**src/rtl/detector_scheduler.sv**
```systemverilog
// -----------------------------------------------------------------------------
// detector_scheduler
//
// Round-robin front end that time-shares one serial Moore pattern detector
// between NREQ requesters. A job clears the detector, shifts the winning
// requester's WIDTH-bit word into it LSB-first, counts the cycles on which
// the detector flags a match, and reports the count with a one-cycle pulse.
//
// Ports
//   clk      : clock, all state updates on the rising edge
//   reset    : asynchronous reset, active low
//   req      : [NREQ] level request per requester
//   data     : [NREQ*WIDTH] job words, requester i owns bits [i*WIDTH +: WIDTH]
//   grant    : [NREQ] one-hot grant for the job in flight, zero when idle
//   det_rst  : active-high clear to the detector (also held while in reset)
//   det_w    : serial bit to the detector
//   det_z    : match flag from the detector
//   hits     : [HW] match count of the last completed job
//   done     : one-cycle pulse when hits is updated
// -----------------------------------------------------------------------------
module detector_scheduler #(
  parameter  int NREQ  = 4,
  parameter  int WIDTH = 8,
  parameter  int ZLAT  = 1,
  localparam int HW    = $clog2(WIDTH + 1)
) (
  input  logic                    clk,
  input  logic                    reset,
  input  logic [NREQ-1:0]         req,
  input  logic [NREQ*WIDTH-1:0]   data,
  output logic [NREQ-1:0]         grant,
  output logic                    det_rst,
  output logic                    det_w,
  input  logic                    det_z,
  output logic [HW-1:0]           hits,
  output logic                    done
);

  localparam int IW = $clog2(NREQ);

  // Bit index limits; HW bits are wide enough to hold WIDTH itself, so
  // ZLAT == WIDTH is representable.
  localparam logic [HW-1:0] LAST_K     = HW'(WIDTH - 1);
  localparam logic [HW-1:0] ZLAT_K     = HW'(ZLAT);
  localparam logic [HW-1:0] DRAIN_LAST = HW'(ZLAT - 1);
  localparam logic [IW-1:0] LAST_REQ   = IW'(NREQ - 1);

  typedef enum logic [2:0] {
    S_IDLE,
    S_CLEAR,
    S_SHIFT,
    S_DRAIN,
    S_DONE
  } state_t;

  state_t          state;
  logic [IW-1:0]   ptr;
  logic [IW-1:0]   gidx;
  logic [HW-1:0]   k;
  logic [HW-1:0]   cnt;
  logic [HW-1:0]   cnt_next;
  logic            clear_q;
  logic            count_en;
  logic            arb_hit;
  logic [IW-1:0]   arb_idx;
  logic [WIDTH-1:0] word;
  logic [WIDTH-1:0] nxt_bits;
  int              j;

  // Round-robin search: first set request at or above ptr, wrapping.
  always_comb begin
    arb_hit = 1'b0;
    arb_idx = ptr;
    j       = 0;
    for (int i = 0; i < NREQ; i++) begin
      j = int'(ptr) + i;
      if (j >= NREQ) j = j - NREQ;
      if (!arb_hit && req[j]) begin
        arb_hit = 1'b1;
        arb_idx = IW'(j);
      end
    end
  end

  // The granted word is read live every shift cycle; det_w is registered,
  // so the bit for the next cycle is selected one edge ahead.
  assign word     = data[int'(gidx)*WIDTH +: WIDTH];
  assign nxt_bits = word >> (k + HW'(1));

  // The first ZLAT shift cycles still see the detector's response to the
  // cleared state; the DRAIN cycles pick up the tail, giving a window of
  // exactly WIDTH samples.
  assign count_en = ((state == S_SHIFT) && (k >= ZLAT_K)) || (state == S_DRAIN);
  assign cnt_next = cnt + HW'(count_en && det_z);

  assign det_rst = clear_q | ~reset;

  // Control stage: FSM, arbitration pointer and registered outputs
  always_ff @(posedge clk or negedge reset) begin
    if (!reset) begin
      state   <= S_IDLE;
      ptr     <= '0;
      gidx    <= '0;
      k       <= '0;
      grant   <= '0;
      clear_q <= 1'b0;
      det_w   <= 1'b0;
      hits    <= '0;
      done    <= 1'b0;
    end else begin
      done    <= 1'b0;
      clear_q <= 1'b0;
      case (state)
        S_IDLE: begin
          if (arb_hit) begin
            gidx    <= arb_idx;
            grant   <= NREQ'(1) << arb_idx;
            clear_q <= 1'b1;
            state   <= S_CLEAR;
          end
        end
        S_CLEAR: begin
          det_w <= word[0];
          k     <= '0;
          state <= S_SHIFT;
        end
        S_SHIFT: begin
          if (k == LAST_K) begin
            det_w <= 1'b0;
            k     <= '0;
            state <= S_DRAIN;
          end else begin
            det_w <= nxt_bits[0];
            k     <= k + HW'(1);
          end
        end
        S_DRAIN: begin
          if (k == DRAIN_LAST) begin
            hits  <= cnt_next;
            done  <= 1'b1;
            state <= S_DONE;
          end else begin
            k <= k + HW'(1);
          end
        end
        S_DONE: begin
          ptr   <= (gidx == LAST_REQ) ? '0 : gidx + IW'(1);
          grant <= '0;
          state <= S_IDLE;
        end
        default: begin
          state <= S_IDLE;
          grant <= '0;
        end
      endcase
    end
  end

  // Count stage: hit accumulator, cleared at the start of every job
  always_ff @(posedge clk) begin
    if (state == S_CLEAR)
      cnt <= '0;
    else if (count_en)
      cnt <= cnt_next;
  end

endmodule

```
**config.mk**
```make
export PLATFORM = sky130hd
export DESIGN_NAME = detector_scheduler
export DESIGN_NICKNAME = d
export VERILOG_FILES = /design/src/rtl/detector_scheduler.sv
export SDC_FILE = /design/constraint.sdc
export NUM_CORES = 1
export LEC_CHECK = 0
export ABC_AREA = 1
export BUFFER_PORTS_ARGS = -buffer_cell sky130_fd_sc_hd__buf_2
export CORE_MARGIN = 2
export CORE_UTILIZATION = 45
export DETAILED_ROUTE_END_ITERATION = 10
export PLACE_DENSITY = 0.66
export SLEW_MARGIN = 20
export SYNTH_ARGS = -nofsm -noshare
export SYNTH_HDL_FRONTEND = slang
export SYNTH_SLANG_ARGS = --single-unit
```
**constraint.sdc**
```tcl
create_clock -name clk -period 2.23 [get_ports clk]
set_input_delay 0.1115 -clock clk [delete_from_list [all_inputs] [get_ports clk]]
set_output_delay 0.1115 -clock clk [all_outputs]
set_load 0.02 [all_outputs]
```
==> flow_summary.yaml, run 1 <==
placement:
  gp_congestion: 0.7973
  dp_hpwl_mm: 3.456
  numPortBuffers: 49
worst_setup_path:
  arrival_ps: 2140
  crit_path_start: "state[2]"
  crit_family: "simple AND/OR/NAND/NOR gates"
  cp-end-kind: "register"
  start_kind: "register"
  worstPathRequired_ps: 2440
  cp_slowest_cell: "dfrtp_1"
  r2r_end: "cnt[2]"
  crit_top_cell: "nor2_1"
  cp.depth: 10
  crit_path_max_incr_delay_ps: 420
  rr_worst_depth: 10
  path_buf_inv: 1
  critical_path_class: "reg2reg"
  worstPathCellList: "nor2_1 -> inv_1 -> nor2_1 -> a21oi_1 -> nor2_1 -> ha_1 -> ha_1 -> xor2_1 -> o21ai_0 -> nor2_1"
  cp_max_fo: 4
  critPathCapture: "cnt[2]"
  r2r-start: "state[2]"
  reg2reg_slack_ps: 300
drt:
  vias: 1982
  route.detailed.drc: 0
  wl_per_cell_um: 10.73
  vias_per_cell: 4.918
  drtIter0Drc: 105
  wl_mm: 4.326
  postRouteAntennaNets: 0
  drtPass1Iterations: 4
die:
  start_util: 0.4773
  io_pins: 50
  die_area_mm2: 0.004878
  core_area_mm2: 0.004086
  die_x_um: 69.84
  die_y_um: 69.84
  rows: 23
synthesis:
  synth_cells: 300
  synth_xor_area_frac: 0.01796
  synth_edf_count: 0
  synth_top_family_by_area: "simple AND/OR/NAND/NOR gates"
  yosys.area_share.simple: 0.4759
  syn_area_per_cell_um2: 6.502
  yosysUniqueCellTypes: 26
  synth_fa_ha_area_frac: 0.04490
  synthMuxAreaShare: 0
  synth.yosys.seq_area_share: 0.3233
  ys_dominant_reg_cell: "dfrtp_1"
  synthArstFlopShare: 0.8462
  ys_warn_count: 0
  synth_fp_nets: 346
  synth_top_cell_area_share: 0.2822
  ys_top_cells_by_area: "dfrtp_1, nand2_1, nand3_1, nor2_1, inv_1"
  ys_seq_elements: 26
  yosysTopAreaCell: "dfrtp_1"
  synthesis.area_mm2: 0.001951
  synth_compound_area_frac: 0.05901
timing:
  fmax_mhz: 518.5
  rsz0062_at_grt: "no"
  tightest_slew_ps: 502.2
  period_share: 0.8649
  hold_violations: 0
  maxSlewViolCount: 0
  period_needed_ps: 1929
  setup_viol: 0
  fin_setup_tns_ps: 0
  clock_skew_ps: 1.934
  fin_hold_ws_ps: 326.5
  slew_headroom: 0.6652
cells_and_area:
  diodes: 0
  mostFrequentLayoutCell: "nand2_1"
  drive_gt1_frac: 0.2266
  post-route-util: 0.5716
  nNetsFinal: 400
  area_growth_pct: 19.76
  layout_common_cells: "nand2_1, buf_2, nand3_1"
power_and_ir_drop:
  vdd_drop_max_v: 0.001016
  leakage_nw: 1.331
  power_mw: 3.445
  cellPowerDensity_mw_per_mm2: 1475
run_status:
  status: "complete, no violations"
clocking:
  htreeDepth: 1
  clock_path_buffers: 2
  cts.sinks: 26
  clk_pin_slew_ps: 90
  cts_setup_buffers: 0
  postCtsHoldBufs: 1
  root_buffer: "clkbuf_8"
  cts_buffers: 3
  cts_resized: 0
  cts_tree: "done"
  clk_latency_ps: 270
grt:
  track_usage: 0.1780
  gr-total-overflow: 0
  grt_max_degree: 24
  grt_pass1_wl_mm: 7.417
  antenna_found_initial: 0
  first_global_vias: 1724
run:
  cap_violations: 0
worst_hold_path:
  hold_class: "in2async"
## cell usage after synthesis, types with 2 or more instances
cell,instances
buf_6,2
nand2_1,117
o21ai_0,13
nor2_4,2
inv_2,2
inv_1,28
dfxtp_1,4
a21oi_1,4
nor2_1,31
nand4_1,5
nor3_1,2
xor2_1,3
buf_2,3
nand2_2,11
nand3_1,32
nand2_4,4
ha_1,7
dfrtp_1,22
## sequential cells by signal, indices dropped and copies added, names as in the netlist
name and flops:
cnt 4, clear_q 1, ptr 2, det_w 1, hits 4, grant 4
state 3, k 4, done 1, gidx 2
## power breakdown
part / switching, mW / internal [mW] / total [mW]
combinational: 1.46 / 0.762 / 2.22
sequential: 0.151 / 0.686 / 0.837
clock: 0.149 / 0.240 / 0.389
total: 1.76 / 1.69 / 3.44
## logic make-up after synthesis
kind of cell | count (synthesis)
flip-flops | 26
buffers and inverters | 36
AO/OA/AOI/OAI | 20
adder cells (fa/ha/maj) | 7
AND/OR/NAND/NOR | 207
XOR/XNOR | 4
## worst min path at each step
stage,end,slack (ps),cells after the start
2_1_floorplan,clear_q,-180,0
3_3_place_gp,hits[1],120,1
6_report,hits[1],330,2
4_1_cts,det_w,330,7
3_5_place_dp,hits[0],110,1
5_1_grt,det_w,370,7
## cell type report
type,count,area (µm²)
repair buffers,55,292.8
flip-flops and latches,26,630.6
well taps,50,62.56
clock buffers,3,41.29
clock inverters,1,30.03
inverters,30,112.6
multi-input cells,238,1166
fillers,421,1750
## worst reg2reg max path, cell delays in order (launching register included)
cell and delay, ps:
dfrtp_1 420, nor2_1 170, inv_1 80, nor2_1 210
a21oi_1 120, nor2_1 110, ha_1 170, ha_1 170
xor2_1 190, o21ai_0 120, nor2_1 90
## through the flow
step / instances / setup WS [ps] / instance area [µm²]
2_1_floorplan: 300 / 248.3 / 1951
3_3_place_gp: 398 / 391.4 / 2255
3_5_place_dp: 398 / 347.5 / 2255
4_1_cts: 403 / 327.1 / 2336
5_1_grt: 403 / 128.2 / 2336
6_report: 403 / 301.3 / 2336
## metal layers
layer  routed length, µm  global-route usage  up-vias
met3                 143             0.01890        2
met1                2152              0.2493      892
met4                  21             0.03205        0
li1                    -                   -     1052
met2                2008              0.2995       36
met5                   0                   0        -
Power figures use the tool's default switching activity.
==> run 2: changes to the inputs <==
--- a/config.mk
+++ b/config.mk
@@ -9,3 +9,3 @@
 export BUFFER_PORTS_ARGS = -buffer_cell sky130_fd_sc_hd__buf_2
-export CORE_MARGIN = 2
+export CORE_MARGIN = 3
 export CORE_UTILIZATION = 45
==> constraint.sdc (replaced) <==
create_clock -name clk -period 2.23 [get_ports clk]
set_input_delay 0.223 -clock clk [delete_from_list [all_inputs] [get_ports clk]]
set_output_delay 0.223 -clock clk [all_outputs]
set_load 0.02 [all_outputs]
==> flow_summary.yaml, run 2 (synthesis gave the netlist of run 1 again) <==
drt:
  vias_per_cell: 4.782
  drtIter0Drc: 128
  wl_per_cell_um: 10.80
  postRouteAntennaNets: 0
  vias: 1932
  drtPass1Iterations: 4
  wl_mm: 4.363
  route.detailed.drc: 0
power_and_ir_drop:
  power_switching_mw: 1.739
  leakage_nw: 1.336
  p_comb_frac: 0.640
  pwr-share-seq: 0.247
  power_switching_share: 0.5072
  p_int_mw: 1.690
  vdd_drop_max_v: 0.0009216
  pwr-share-clk: 0.112
  cellPowerDensity_mw_per_mm2: 1463
  power_mw: 3.429
run_status:
  status: "complete, no violations"
cells_and_area:
  layout.cells.non_filler: 404
  layout_common_cells: "nand2_1, buf_2, nand3_1"
  post-route-util: 0.5735
  drive_gt1_frac: 0.2288
  mostFrequentLayoutCell: "nand2_1"
  diodes: 0
  fin_area_mm2: 0.002344
  area_growth_pct: 20.14
  nNetsFinal: 401
timing:
  rsz0062_at_grt: "no"
  period_share: 0.8680
  hold_violations: 0
  slew_headroom: 0.7097
  period_needed_ps: 1936
  fmax_mhz: 516.6
  fin_setup_tns_ps: 0
  clock_skew_ps: 5.443
  tightest_slew_ps: 435.0
  setup_viol: 0
  maxSlewViolCount: 0
die:
  die_area_mm2: 0.005161
  core_area_mm2: 0.004086
  die_x_um: 71.84
  io_pins: 50
  die_y_um: 71.84
  rows: 23
  start_util: 0.4773
worst_setup_path:
  worstPathCellList: "ha_1 -> nand3b_1 -> a21oi_1 -> nor2_1 -> ha_1 -> ha_1 -> xor2_1 -> o21ai_0 -> nor2_1"
  critPathCapture: "cnt[2]"
  crit_top_cell: "ha_1"
  cp-end-kind: "register"
  arrival_ps: 2110
  reg2reg_slack_ps: 290
  cp_slowest_cell: "dfrtp_1"
  r2r_end: "cnt[2]"
  crit_path_max_incr_delay_ps: 490
  crit_family: "adder cells"
  crit_path_start: "k[0]"
  path_buf_inv: 0
  r2r-start: "k[0]"
  cp_max_fo: 8
  rr_worst_depth: 9
  cp.depth: 9
  critical_path_class: "reg2reg"
  start_kind: "register"
  worstPathRequired_ps: 2400
clocking:
  cts_buffers: 3
  clk_latency_ps: 270
  cts.sinks: 26
  cts_resized: 0
  htreeDepth: 1
  cts_setup_buffers: 0
  cts_tree: "done"
  root_buffer: "clkbuf_8"
  clock_path_buffers: 2
  clk_pin_slew_ps: 90
  postCtsHoldBufs: 1
grt:
  first_global_vias: 1707
  busiest_layer: "met2"
  track_usage: 0.1691
  use_met3: 0.01683
  gr-total-overflow: 0
  antenna_found_initial: 0
  grt_use_met2: 0.2878
  grt_max_degree: 23
  grt_pass1_wl_mm: 7.245
  grtUsageMet1: 0.2349
placement:
  dp_hpwl_mm: 3.444
  dp_cells: 399
  numPortBuffers: 49
  placed_area_mm2: 0.002262
  gp_congestion: 0.8087
run:
  cap_violations: 0
worst_hold_path:
  hold_class: "in2reg"
[run 2: changes by cell type in the layout (fill, tap and decap cells not counted), sizes merged]
cell	previous run	this run
buf	54	55
[run 2: worst min path at each step]
stage,startpoint,to,slack (ps),depth (start not counted)
2_1_floorplan,reset,clear_q,-70,0
3_3_place_gp,reset,grant[3],250,2
3_5_place_dp,reset,done,250,2
4_1_cts,det_z,hits[0],450,6
5_1_grt,det_z,hits[0],490,6
6_report,det_z,hits[0],450,6
[run 2: metal layers]
layer | wire (µm) | part of all wire
met5 | 0 | 0
met1 | 2149 | 0.49
met3 | 163 | 0.037
met4 | 20 | 0.0046
met2 | 2030 | 0.47
[run 2: final cells by class]
type	count	area (µm²)
clock buffer	3	41.29
fill	416	1743
timing repair buffer	56	300.3
tap	50	62.56
multi-input combinational	238	1166
sequential	26	630.6
clock inverter	1	30.03
inverter	30	112.6
[run 2: tightest hold or removal path, delay by kind of cell]
| family | cells | cell delay (ps) |
|---|---|---|
| adders and majority gates | 1 | 160 |
| buffers and inverters | 2 | 100 |
| and+or+nand+nor | 3 | 200 |
[run 2: stage by stage]
stage,worst slack [ps],hold slack [ps]
5_1_grt,112.0,490.3
2_1_floorplan,248.3,-72.59
3_5_place_dp,281.3,247.2
3_3_place_gp,334.9,251.2
4_1_cts,277.5,453.4
6_report,294.4,449.6
[run 2: power groups by stage]
stage	registers, mW	logic (mW)	clock network [mW]
2_1_floorplan	0.914	1.62	0
3_3_place_gp	0.856	2.19	0
3_5_place_dp	0.857	2.21	0
4_1_cts	0.851	2.22	0.399
5_1_grt	0.877	2.49	0.420
6_report	0.849	2.20	0.385
